`src/rtl/serial_sub_pkg.sv`:
```
// Shared types for the bit-serial subtractor.
package serial_sub_pkg;

    typedef enum logic [1:0] {
        IDLE,
        SHIFT,
        DONE
    } state_e;

endpackage

```
`src/rtl/full_subtractor.sv`:
```
// One-bit full subtractor: d = a - b - bin, with borrow out.
module full_subtractor (
    input  logic a,
    input  logic b,
    input  logic bin,
    output logic d,
    output logic bout
);

    assign d    = a ^ b ^ bin;
    assign bout = (~a & b) | (~(a ^ b) & bin);

endmodule

```
`src/rtl/serial_subtractor.sv`:
```
// Bit-serial N-bit subtractor, LSB first, one bit per clock.
module serial_subtractor
    import serial_sub_pkg::*;
#(
    parameter int N = 4
) (
    input  logic         CLK,
    input  logic         N_RESET,
    input  logic [N-1:0] A,
    input  logic [N-1:0] B,
    input  logic         Bin,
    input  logic         start,
    output logic         ready,
    output logic [N-1:0] Diff,
    output logic         Bout,
    output logic         done
);

    localparam int CW = (N > 1) ? $clog2(N) : 1;
    localparam logic [CW-1:0] LAST = CW'(N - 1);

    state_e        state_q, state_d;
    logic [N-1:0]  a_q, a_d;
    logic [N-1:0]  b_q, b_d;
    logic [N-1:0]  diff_q, diff_d;
    logic [CW-1:0] cnt_q, cnt_d;
    logic          br_q, br_d;
    logic          bout_q, bout_d;
    logic          fs_d, fs_bout;

    full_subtractor u_fs (
        .a    (a_q[0]),
        .b    (b_q[0]),
        .bin  (br_q),
        .d    (fs_d),
        .bout (fs_bout)
    );

    always_comb begin
        state_d = state_q;
        a_d     = a_q;
        b_d     = b_q;
        diff_d  = diff_q;
        cnt_d   = cnt_q;
        br_d    = br_q;
        bout_d  = bout_q;
        unique case (state_q)
            IDLE: begin
                if (start) begin
                    a_d     = A;
                    b_d     = B;
                    br_d    = Bin;
                    cnt_d   = '0;
                    state_d = SHIFT;
                end
            end
            SHIFT: begin
                a_d    = a_q >> 1;
                b_d    = b_q >> 1;
                br_d   = fs_bout;
                diff_d = {fs_d, diff_q[N-1:1]};
                // Counter parks on the last value so it never wraps.
                if (cnt_q == LAST) begin
                    bout_d  = fs_bout;
                    state_d = DONE;
                end else begin
                    cnt_d = cnt_q + CW'(1);
                end
            end
            DONE: begin
                state_d = IDLE;
            end
            default: begin
                state_d = IDLE;
            end
        endcase
    end

    always_ff @(posedge CLK or negedge N_RESET) begin
        if (!N_RESET) begin
            state_q <= IDLE;
            a_q     <= '0;
            b_q     <= '0;
            diff_q  <= '0;
            cnt_q   <= '0;
            br_q    <= 1'b0;
            bout_q  <= 1'b0;
        end else begin
            state_q <= state_d;
            a_q     <= a_d;
            b_q     <= b_d;
            diff_q  <= diff_d;
            cnt_q   <= cnt_d;
            br_q    <= br_d;
            bout_q  <= bout_d;
        end
    end

    assign ready = (state_q == IDLE);
    assign done  = (state_q == DONE);
    assign Diff  = diff_q;
    assign Bout  = bout_q;

endmodule

```
`config.mk`:
```
export PLATFORM = sky130hd
export DESIGN_NAME = serial_subtractor
export DESIGN_NICKNAME = d
export VERILOG_FILES = /design/src/rtl/serial_sub_pkg.sv /design/src/rtl/full_subtractor.sv /design/src/rtl/serial_subtractor.sv
export SDC_FILE = /design/constraint.sdc
export NUM_CORES = 1
export LEC_CHECK = 0
export ABC_AREA = 1
export CAP_MARGIN = 20
export CORE_MARGIN = 1
export CORE_UTILIZATION = 35
export CTS_CLUSTER_DIAMETER = 50
export DETAILED_ROUTE_END_ITERATION = 16
export PLACE_DENSITY_LB_ADDON = 0.3
export SYNTH_ARGS = -nofsm -noshare
export SYNTH_HDL_FRONTEND = slang
export SYNTH_HIERARCHICAL = 1
export SYNTH_SLANG_ARGS = --single-unit
export TNS_END_PERCENT = 1
```
`constraint.sdc`:
```
create_clock -name CLK -period 3.44 [get_ports CLK]
set_clock_uncertainty 0.1 [all_clocks]
set_input_delay 0.688 -clock CLK [delete_from_list [all_inputs] [get_ports CLK]]
set_output_delay 0.688 -clock CLK [all_outputs]
set_load 0.005 [all_outputs]
```
==> impl_results.rst <==
.. list-table::
   :header-rows: 1

   * - Metric
     - Value
   * - Setup Viol. Count Final
     - 0
   * - Area leader, netlist
     - sky130_fd_sc_hd__dfrtp_1
   * - Remaining routing DRC violations
     - 0
   * - WL per Instance
     - 12.93 µm
   * - Share of async-settable or async-resettable flops after synthesis
     - 1.000
   * - Clock group share of total power
     - 0.114
   * - Share of total power in combinational logic
     - 0.476
   * - Antenna violations before repair
     - 0
   * - Starting density of the core
     - 0.3702
   * - Share of power burned in registers
     - 0.410
   * - Min cycle time layout
     - 2.410 ns
   * - EDFF count, synth
     - 0
   * - Switch share
     - 0.4169
   * - Number of port buffers
     - 18
   * - Fmax
     - just over 400 MHz
   * - Area added between synthesis and finish
     - 22.37%
   * - Capturing element type of the critical path
     - primary output
   * - Cell with the most instances after synthesis
     - sky130_fd_sc_hd__nand2_1
   * - Floorplan row count
     - 18
   * - Overall fraction of global-route tracks in use
     - 0.1565
   * - Layout net count
     - 130
   * - Depth of the worst register-to-register path
     - 5
   * - Clk sink count
     - 18
   * - Transition time at the pin with the least slew margin
     - 0.8367 ns
   * - Warnings, synthesis
     - 6
   * - Fraction of the core area covered by cells at the end of the flow
     - 0.4530
   * - Cell leakage power
     - 0.0005619 µW
   * - Cells after Synth
     - 97
   * - Core Box Area
     - 2477 µm²
   * - Maximum vdd drop
     - 0.0004330 V
   * - Total of cells resized after clock tree synthesis
     - 0
   * - Clock buffer depth
     - 2
   * - Total number of vias
     - 721
   * - Number of iterations in the first detailed-routing pass
     - 4
   * - Clock Pin Slew Worst Setup and Hold Paths
     - ~0.1 ns
   * - Antenna-violating nets left
     - 0
   * - Buffer count from post-CTS setup fixing
     - 0
   * - Number of maximum-capacitance violations
     - 0
   * - Number of storage elements in the synthesis netlist
     - 18
   * - Sequential cell area
     - approximately 450 µm²
   * - Internal cell power
     - 526.4 µW
   * - Filler Cell Count
     - 260
   * - Critical path launch point type
     - register
   * - Flip-flop cell with the highest count after synthesis
     - sky130_fd_sc_hd__dfrtp_1
   * - Synth cell count leaders
     - sky130_fd_sc_hd__nand2_1 (20), sky130_fd_sc_hd__dfrtp_1 (18), sky130_fd_sc_hd__nand3_1 (14)
   * - CTS Buf Count
     - 3
   * - Clk root buf
     - sky130_fd_sc_hd__clkbuf_4
   * - Worst hold path class
     - reg -> reg
   * - Kind of critical path
     - reg -> out
   * - Top-level port count
     - 19
   * - Data required time at the worst endpoint
     - around 2.7 ns
   * - Die Span X
     - ~53 µm
   * - DP Cell Count
     - 141
   * - Final Instance Count excl. Fillers
     - 144
   * - Data arrival, critical path
     - between 1.5 and 2 ns
   * - Total power density per cell area
     - 804.4 nW/µm²
   * - Vertical die dimension
     - 53.19 µm
   * - Die Outline Area
     - 2829 µm²
   * - Post-Syn Area
     - between 900 and 1000 µm²
   * - HPWL reported at the end of detailed placement
     - 1311 µm
   * - Mean post-synth cell area
     - 9.455 µm²
   * - Sequential-to-total area share from yosys stat
     - 0.4911
   * - Area of the multi-input gates
     - about 390 µm²
   * - Power dissipated by switching net loads
     - 376.4 µW
   * - Via count normalized by instance count
     - 5.007
   * - Number of hold buffers added after cts
     - 0
   * - Htree depth
     - 1
   * - Final Hold Violating Endpoints
     - 0
   * - WL final
     - ~1900 µm
   * - Normalized max-slew margin
     - 0.4405
   * - Clock latency on the worst-skew pair
     - 0.29 ns
   * - Global-route congestion overflow total
     - 0
   * - CTS tree
     - built
   * - Post-synth top area share
     - 0.4911
   * - Post-Syn Nets
     - 111
   * - Global-route wire length before repair
     - 3056 µm
   * - Number of global-route vias before repair
     - 665
   * - Status
     - finished, final reports clean
   * - Setup_tns
     - 0 ns
   * - Hold depth
     - 2
   * - Design Power
     - 902.8 µW
   * - Setup repair after global routing missed its margin
     - false
   * - Maximum number of pins on one net before global-route repair
     - 19
   * - Ratio of cells with drive above 1 in the final layout
     - 0.2018
   * - Max Transition Viols Final
     - 0
   * - Biggest fanout along the worst timing path
     - 8
   * - Ranking of synthesized cells by area
     - sky130_fd_sc_hd__dfrtp_1 (49%), sky130_fd_sc_hd__nand2_1 (8.2%), sky130_fd_sc_hd__nand3_1 (7.6%)
   * - Global placement routability congestion
     - about 0.74
   * - Final critical-path share of the clock period
     - 0.7006
   * - Count of unique library cells instantiated by Yosys
     - 19
   * - Number of DRC markers in iteration 0
     - 13
   * - Inserted Diodes
     - 0
[state kept, by name (all words and copies together) (netlist names)]
register / count
cnt_q: 2
Bout: 1
state_q: 2
br_q: 1
Diff: 4
a_q: 4
b_q: 4
[power groups by stage]
stage,logic (µW),clock network (µW),registers (µW)
3_3_place_gp,419,0,368
5_1_grt,484,114,381
2_1_floorplan,338,0,349
4_1_cts,433,109,369
3_5_place_dp,433,0,372
6_report,430,103,370
[area by class of cell]
cell class	instances	area share
sequential	18	0.4013
multi-input combinational	64	0.3434
timing repair buffer	18	0.1605
inverter	11	0.04125
tap	30	0.03344
clock buffer	3	0.02007
[logic make-up after synthesis]
group                      after synthesis  share of synthesized area
adders and majority gates                2                    0.03547
DFF                                     18                     0.4911
buffers and inverters                   15                    0.08867
and+or+nand+nor                         59                     0.3643
AOI/OAI and AO/OA                        3                    0.02046
[worst max-delay path: stages, from the launching register on]
cell and delay [ns]:
sky130_fd_sc_hd__dfrtp_1 0.52, sky130_fd_sc_hd__nor2_2 0.26, sky130_fd_sc_hd__clkdlybuf4s50_1 0.55
[final timing paths]
kind / start / to / slack, ns
max: state_q[0] / ready / 1.03
min: cnt_q[1] / cnt_q[1] / 0.39
max reg2reg: state_q[0] / cnt_q[0] / 2.16
min reg2reg: cnt_q[1] / cnt_q[1] / 0.39
max in group asynchronous: N_RESET / Diff[1] / 1.96
min in group asynchronous: N_RESET / br_q / 0.77
[layout by cell type (no fill, tap or decap), types with 2 or more instances in the layout]
| master | count |
|---|---|
| sky130_fd_sc_hd__clkbuf_4 | 3 |
| sky130_fd_sc_hd__nand3_2 | 7 |
| sky130_fd_sc_hd__nand3_1 | 14 |
| sky130_fd_sc_hd__nand2_1 | 20 |
| sky130_fd_sc_hd__nand2_2 | 8 |
| sky130_fd_sc_hd__clkdlybuf4s50_1 | 18 |
| sky130_fd_sc_hd__dfrtp_1 | 18 |
| sky130_fd_sc_hd__inv_1 | 9 |
| sky130_fd_sc_hd__inv_4 | 2 |
| sky130_fd_sc_hd__nor2_1 | 3 |
| sky130_fd_sc_hd__nand4_1 | 5 |
[routing by layer]
| metal | up-vias | GRT usage | part of all wire |
|---|---|---|---|
| met3 | 2 | 0.06322 | 0.059 |
| met4 | 0 | 0.02632 | 0.0054 |
| li1 | 350 | - | - |
| met5 | - | 0 | 0 |
| met2 | 20 | 0.2447 | 0.43 |
| met1 | 349 | 0.2047 | 0.50 |
[metrics by stage]
step,worst slack [ns],hold slack (ns),instance area [µm²]
final,1.030,0.3894,1122
after global routing,0.9358,0.4351,1122
after CTS,1.020,0.3968,1122
after detailed placement,1.366,0.3725,1100
after global placement,1.396,0.3621,1100
after floorplan,1.993,0.2924,917.1
Note: power is estimated with default switching activity, not from simulation.
